--- config.mk ---
export PLATFORM = sky130hd
export DESIGN_NAME = manchester_frame_deframer
export DESIGN_NICKNAME = d
export VERILOG_FILES = /design/src/rtl/manchester_frame_deframer.sv
export SDC_FILE = /design/constraint.sdc
export NUM_CORES = 1
export LEC_CHECK = 0
export ABC_AREA = 1
export CAP_MARGIN = 20
export CORE_MARGIN = 2
export CORE_UTILIZATION = 27
export CTS_BUF_LIST = sky130_fd_sc_hd__clkbuf_4 sky130_fd_sc_hd__clkbuf_8
export DETAILED_ROUTE_END_ITERATION = 8
export GPL_ROUTABILITY_DRIVEN = 0
export PLACE_DENSITY_LB_ADDON = 0.12
export SETUP_SLACK_MARGIN = 0.2
export SLEW_MARGIN = 10
export SYNTH_ARGS = -nofsm -noshare
export SYNTH_HDL_FRONTEND = slang
export SYNTH_SLANG_ARGS = --single-unit
--- constraint.sdc ---
create_clock -name osc -period 4.8 [get_ports osc]
set_input_delay 1.44 -clock osc [delete_from_list [all_inputs] [get_ports osc]]
set_output_delay 1.44 -clock osc [all_outputs]
set_load 0.005 [all_outputs]
--- src/rtl/manchester_frame_deframer.sv ---
// rtl/manchester_frame_deframer.sv - sync-word hunt, payload assembly and even-parity check of decoded Manchester bits
// Optional statistics counters (frameCount, errCount) are enabled by defining DEFRAME_STATS_EN.
module manchester_frame_deframer #(
  parameter logic [7:0] SYNC_WORD      = 8'hA5,
  parameter int         PAYLOAD_BITS   = 16,
  parameter int         TIMEOUT_CYCLES = 255
) (
  input  logic                    osc,
  input  logic                    globalResetN,
  input  logic                    recoveredData,
  input  logic                    balancedCLK,
  output logic [PAYLOAD_BITS-1:0] frameData,
  output logic                    frameValid,
  input  logic                    frameReady,
`ifdef DEFRAME_STATS_EN
  output logic [7:0]              frameCount,
  output logic [7:0]              errCount,
`endif
  output logic                    parityErr,
  output logic                    timeoutErr,
  output logic                    overrun
);

  localparam int BCW = $clog2(PAYLOAD_BITS + 1);
  localparam int ICW = $clog2(TIMEOUT_CYCLES + 1);
  localparam logic [BCW-1:0] LAST_BIT   = BCW'(PAYLOAD_BITS - 1);
  localparam logic [ICW-1:0] IDLE_LIMIT = ICW'(TIMEOUT_CYCLES);
  localparam logic [ICW-1:0] IDLE_LAST  = ICW'(TIMEOUT_CYCLES - 1);

  typedef enum logic [1:0] {HUNT, PAYLOAD, PARITY} stateT;

  stateT                   state;
  logic                    d1, d2, c1, c2, c3;
  logic [7:0]              huntReg;
  logic [PAYLOAD_BITS-1:0] payloadReg;
  logic [BCW-1:0]          bitCount;
  logic [ICW-1:0]          idleCount;

  logic                    strobe, bitIn, parityGood, bufferFree, loadFrame, idleExpire;
  logic [7:0]              huntNext;
  logic [PAYLOAD_BITS:0]   payloadWide;

  always_ff @(posedge osc or negedge globalResetN) begin
    if (!globalResetN) begin
      d1 <= 1'b0;
      d2 <= 1'b0;
      c1 <= 1'b0;
      c2 <= 1'b0;
      c3 <= 1'b0;
    end else begin
      d1 <= recoveredData;
      d2 <= d1;
      c1 <= balancedCLK;
      c2 <= c1;
      c3 <= c2;
    end
  end

  assign strobe      = c2 & ~c3;
  assign bitIn       = d2;
  assign huntNext    = {huntReg[6:0], bitIn};
  // One bit wider than the payload so a single-bit payload still shifts cleanly.
  assign payloadWide = {payloadReg, bitIn};
  assign parityGood  = ~(^payloadWide);
  assign bufferFree  = ~frameValid | frameReady;
  assign loadFrame   = (state == PARITY) & strobe & parityGood & bufferFree;
  assign idleExpire  = (state != HUNT) & ~strobe & (idleCount >= IDLE_LAST);

  always_ff @(posedge osc or negedge globalResetN) begin
    if (!globalResetN) begin
      state      <= HUNT;
      huntReg    <= 8'd0;
      payloadReg <= '0;
      bitCount   <= '0;
      idleCount  <= '0;
      frameData  <= '0;
      frameValid <= 1'b0;
      parityErr  <= 1'b0;
      timeoutErr <= 1'b0;
      overrun    <= 1'b0;
    end else begin
      parityErr  <= 1'b0;
      timeoutErr <= 1'b0;
      overrun    <= 1'b0;

      if (frameValid && frameReady) frameValid <= 1'b0;
      if (loadFrame) begin
        frameData  <= payloadReg;
        frameValid <= 1'b1;
      end

      if (state != HUNT && !strobe) begin
        // A strobe always wins over an expiring idle count.
        if (idleExpire) begin
          timeoutErr <= 1'b1;
          huntReg    <= 8'd0;
          idleCount  <= IDLE_LIMIT;
          state      <= HUNT;
        end else begin
          idleCount <= idleCount + ICW'(1);
        end
      end else if (strobe) begin
        case (state)
          HUNT: begin
            huntReg <= huntNext;
            if (huntNext == SYNC_WORD) begin
              state     <= PAYLOAD;
              bitCount  <= '0;
              idleCount <= '0;
            end
          end
          PAYLOAD: begin
            payloadReg <= payloadWide[PAYLOAD_BITS-1:0];
            bitCount   <= bitCount + BCW'(1);
            idleCount  <= '0;
            if (bitCount == LAST_BIT) state <= PARITY;
          end
          PARITY: begin
            if (!parityGood)      parityErr <= 1'b1;
            else if (!bufferFree) overrun   <= 1'b1;
            huntReg   <= 8'd0;
            idleCount <= '0;
            state     <= HUNT;
          end
          default: state <= HUNT;
        endcase
      end
    end
  end

`ifdef DEFRAME_STATS_EN
  always_ff @(posedge osc or negedge globalResetN) begin
    if (!globalResetN) begin
      frameCount <= 8'd0;
      errCount   <= 8'd0;
    end else begin
      if (loadFrame) frameCount <= frameCount + 8'd1;
      if ((parityErr || timeoutErr || overrun) && errCount != 8'hFF) errCount <= errCount + 8'd1;
    end
  end
`endif

endmodule

* Word level (Yosys, flattened, before mapping) *
Cells that the tools add are included.
W data, S select, Z words.

word-level totals
  register bits after elaboration = 63
  bits of input ports = 5
  word-level logic and storage cells = 85

cells by class
  add/sub/neg operators = 2
  magnitude comparators = 1
  eq/ne operators = 8
  mux-type cells = 30
  bitwise gates (word level) = 12
  reduce and logical (&&, ||, !) cells = 17

operators by type and width
  kind                   number
  $mux W8                4
  $mux W7                3
  $reduce_xor A17 Y1     1
  $pmux W8 S2            1
  $pmux W7 S2            1
  $mux W1                13
  $mux W2                5
  $pmux W5 S2            1
  $reduce_and A3 Y1      3
  $add A8 B1 Y8 const B  1
  $eq A8 B8 Y1 const B   1
  $ge A8 B8 Y1 const B   1
  $reduce_and A4 Y1      2
  $reduce_bool A2 Y1     4
  $and A1 B1 Y1          6
  $ne A3 B3 Y1 const B   2
  $reduce_bool A3 Y1     2
  $add A5 B1 Y5 const B  1
  $eq A5 B4 Y1 const B   1
  $mux W5                1
  $not A1 Y1             5
  $ne A2 B2 Y1 const B   2
  $pmux W2 S2            1
  $eq A2 B1 Y1 const B   1
  other kinds (6)        7

* Depth between registers and ports, before layout *
  depth after elaboration = 7
  gate-level depth with buffers = 13

* Least setup slack after synthesis *
No wires, ideal clock.

  kind = input -> register
  from = input frameReady
  to = register frameData[10]
  setup time = 66 ps
  arrival time = 2161 ps
  slack = 2573 ps
  stages on the path = 5
  buffers on the path = 1
  cells stage by stage = inv_1 > nand2_1 > clkbuf_1 > nand4_1 > nand2_1

between the ends
  word-level cells in the longest chain between the ends = 2

ends and longest elaborated chain
  item                    RTL line  text
  start: declaration      14        input logic frameReady,
  $or A1 B1 Y1            65        assign bufferFree = ~frameValid | frameReady;
  $and A1 B1 Y1           66        assign loadFrame = (state == PARITY) & strobe & parityGood & bufferFree;
  end signal: assignment  88        frameData <= payloadReg;
  end: declaration        12        output logic [PAYLOAD_BITS-1:0] frameData,

No other way between the ends.
A chain may end at the register's enable or synchronous reset.

* Worst setup path after layout *
  from = input frameReady
  to = register frameData[11]

Same word-level chain as after synthesis.

==> impl_metrics.py <==
metrics = {
    "outcome": {
        "outcome": "complete, no violations",
    },
    "pwr": {
        "power.ir.vdd_worst_mv": 0.167,
        "power.leakage_nw": 1.75,
        "power.density_mw_per_mm2": 459,
    },
    "cells_and_area": {
        "final_util": 0.328,
        "layout.filler_cells": 1194,
        "layout.cells.non_filler": 562,
        "final_layout_size_suffix_gt1_frac": 0.0716,
        "layout.cell_area.non_filler_mm2": 0.00371,
        "multiInputGateArea_mm2": 0.00131,
        "nets": 426,
        "area_growth_pct": 19.7,
        "layout.area.seq_mm2": 0.00158,
        "antenna_cells": 0,
    },
    "critical_path": {
        "critPathCaptureType": "flip-flop",
        "crit_fanout": 19,
        "worstPathRequired_ns": 5.02,
        "timing.setup.critical_path_class": "input port to flip-flop",
        "wp_data_arrival_ns": 2.93,
        "critPathLaunchType": "input port",
    },
    "grt": {
        "grt.total_usage": 0.129,
        "antenna_violations_before_repair": 0,
        "grt_start_max_net_pins": 35,
        "via_count_of_the_first_global_routing_pass": 2584,
        "globalRouteOverflowTotal": 0,
        "grt_first_pass_wirelength_um": 12900,
    },
    "clocking": {
        "cts_num_sinks": 63,
        "ctsHtreeMaxLevel": 3,
        "clk_transition_reported_paths_ns": 0.07,
        "numCtsBuffers": 9,
        "cts_tree": "yes",
        "ctsResizeCount": 0,
        "clk_path_buf_depth": 2,
        "postCtsSetupRepairBufs": 0,
        "cts_hold_buffers": 0,
        "clkLatencyLatePin_ns": 0.34,
        "clk_tree_root_cell": "sky130_fd_sc_hd__clkbuf_8",
    },
    "placed_design": {
        "dp.cells": 546,
        "post_dp_cell_area_mm2": 0.00349,
        "detailedPlacementHpwl_um": 5200,
        "port_buffers": 24,
    },
    "hold_path": {
        "hold_path.class": "flip-flop to flip-flop",
    },
    "timing": {
        "fin_skew_ns": 0.0129,
        "setup-violations-final": 0,
        "relSlewSlack": 0.415,
        "report.final.slew_viol_count": 0,
        "final_layout_setup_total_negative_slack_ns": 0,
        "timing.final.crit_period_ns": 2.71,
        "unrepaired_setup_endpoints_after_global_routing": "no",
        "least_margin_pin_slew_ns": 0.876,
        "hold_viol": 0,
        "max_freq_mhz": 369,
        "final_worst_path_period_share": 0.565,
    },
    "floorplan": {
        "coreArea_mm2": 0.0113,
        "floorplan.initialDensity": 0.274,
        "rows": 39,
        "fp.dieW_um": 111,
        "fp.dieArea_mm2": 0.0124,
        "io_pins": 25,
        "die_h_um": 111,
    },
    "drt": {
        "drc_errors_left": 0,
        "detail_route.vias_per_cell": 4.51,
        "routed_wirelength_um": 7420,
        "dr.pass1.iters": 4,
        "detail_route.iter0.violations": 168,
        "vias": 2532,
        "post_drt_antenna_nets": 0,
        "wl_per_cell_um": 13.2,
    },
    "logic_synthesis": {
        "synthMostInstantiatedCell": "sky130_fd_sc_hd__nand2_1",
        "yosys.area.top_type_share": 0.508,
        "ys_async_sr_fraction": 1.00,
        "netlist-cell-type-count": 29,
        "yosysTopAreaCell": "sky130_fd_sc_hd__dfrtp_1",
        "mappedNetlistArea_mm2": 0.00310,
        "yosys_warnings": 0,
        "yosys_register_bits": 63,
        "netlist_top_cells_area": "sky130_fd_sc_hd__dfrtp_1 51%, sky130_fd_sc_hd__nand2_1 17%, sky130_fd_sc_hd__o21ai_0 5.5%",
        "syn_inst": 385,
        "syn-mean-instance-area_um2": 8.06,
        "most_used_flip_flop_cell_after_synthesis": "sky130_fd_sc_hd__dfrtp_1",
        "synth-edff-count": 0,
        "ys_top_cells_by_count": "143 x sky130_fd_sc_hd__nand2_1, 63 x sky130_fd_sc_hd__dfrtp_1, 43 x sky130_fd_sc_hd__inv_1, 34 x sky130_fd_sc_hd__o21ai_0, 21 x sky130_fd_sc_hd__nand3_1",
        "post_synthesis_net_count": 397,
        "synth_seq_area_share": 0.508,
    },
    "flow_run": {
        "cap_violations": 0,
    },
}
==> report_power, final <==
group | total, mW | leakage (nW) | switching (mW) | internal [mW]
clock network | 0.530 | 0.113 | 0.217 | 0.313
registers | 0.683 | 0.848 | 0.0717 | 0.611
logic | 0.492 | 0.793 | 0.338 | 0.154
total | 1.70 | 1.75 | 0.627 | 1.08
==> flip-flops by register name, indices dropped and copies added, names as in the netlist <==
signal	count
parityErr	1
c1	1
frameValid	1
c2	1
idleCount	8
d1	1
bitIn	1
overrun	1
huntReg	7
timeoutErr	1
frameData	16
c3	1
payloadReg	16
bitCount	5
state	2
==> critical path: stages <==
cell,delay [ns]
sky130_fd_sc_hd__clkdlybuf4s50_1,0.45
sky130_fd_sc_hd__inv_1,0.04
sky130_fd_sc_hd__nand2_1,0.52
sky130_fd_sc_hd__nand3_4,0.28
sky130_fd_sc_hd__nand2_1,0.14
sky130_fd_sc_hd__nand2_1,0.05
==> layout by cell type, fill, tap and decap left out <==
master                            Yosys  routed
sky130_fd_sc_hd__nand3_1             21      21
sky130_fd_sc_hd__o22ai_1              2       2
sky130_fd_sc_hd__clkdlybuf4s50_1      0      23
sky130_fd_sc_hd__clkinv_4             0       1
sky130_fd_sc_hd__o21ai_0             34      34
sky130_fd_sc_hd__nor2_2               2       3
sky130_fd_sc_hd__a211oi_2             1       1
sky130_fd_sc_hd__nand4_1             19      19
sky130_fd_sc_hd__nand2_1            143     143
sky130_fd_sc_hd__a31oi_1              2       2
sky130_fd_sc_hd__ha_1                 7       7
sky130_fd_sc_hd__a32o_1               1       1
sky130_fd_sc_hd__o31ai_1              2       2
sky130_fd_sc_hd__buf_4                2       2
sky130_fd_sc_hd__bufinv_16            0       2
sky130_fd_sc_hd__a21oi_1              8       8
sky130_fd_sc_hd__buf_2                2       1
sky130_fd_sc_hd__clkbuf_8             0      10
sky130_fd_sc_hd__clkbuf_4             0       1
sky130_fd_sc_hd__o211ai_1             2       2
sky130_fd_sc_hd__nand3b_1             1       1
sky130_fd_sc_hd__nor2_1              11      10
sky130_fd_sc_hd__xor2_1               2       2
sky130_fd_sc_hd__inv_2                2       2
sky130_fd_sc_hd__nand2_4              1       1
sky130_fd_sc_hd__nand3_4              1       1
sky130_fd_sc_hd__dfrtp_1             63      63
sky130_fd_sc_hd__xnor2_1              2       2
sky130_fd_sc_hd__o21ai_2              1       1
sky130_fd_sc_hd__nand3_2              2       2
sky130_fd_sc_hd__nor3_1               4       4
sky130_fd_sc_hd__clkinvlp_4           0       1
sky130_fd_sc_hd__clkinv_2             0       1
sky130_fd_sc_hd__inv_1               43      43
==> through the flow <==
stage | setup WS [ns] | hold slack (ns) | power (mW)
floorplan | 2.57 | 0.331 | 1.05
global placement | 1.78 | 0.335 | 1.18
detailed placement | 1.73 | 0.335 | 1.19
CTS | 2.07 | 0.351 | 1.73
global route | 1.94 | 0.372 | 1.84
finish | 2.09 | 0.349 | 1.70
==> final cells by class <==
class,count,area share
clock buffers,11,0.0391
clock inverters,5,0.0219
inverters,45,0.0455
multi-input cells,269,0.353
flip-flops and latches,63,0.425
well taps,143,0.0482
repair buffers,26,0.0674
==> logic make-up after synthesis <==
logic type | count (synthesis) | share of synthesized area
buffers and inverters | 53 | 0.0698
AO/OA/AOI/OAI | 53 | 0.0956
AND/OR/NAND/NOR | 205 | 0.287
flip-flops | 63 | 0.508
XOR/XNOR | 4 | 0.0113
adder cells (fa/ha/maj) | 7 | 0.0282
==> metal layers <==
layer  global-route usage  share of wire  vias up
li1                     -              -     1319
met1                0.163           0.49     1183
met2                0.216           0.49       26
met3               0.0290          0.017        4
met4               0.0477         0.0090        0
met5                    0              0        -
==> final timing paths <==
kind / startpoint / to / slack [ns] / cells after the start
min: c1 / c2 / 0.35 / 0
max: frameReady / frameData[11] / 2.09 / 6
max reg2reg: c3 / frameData[11] / 2.66 / 6
min in group asynchronous: globalResetN / idleCount[4] / 1.17 / 1
max in group asynchronous: globalResetN / payloadReg[9] / 2.69 / 2
min reg2reg: c1 / c2 / 0.35 / 0
Power figures use the tool's default switching activity.
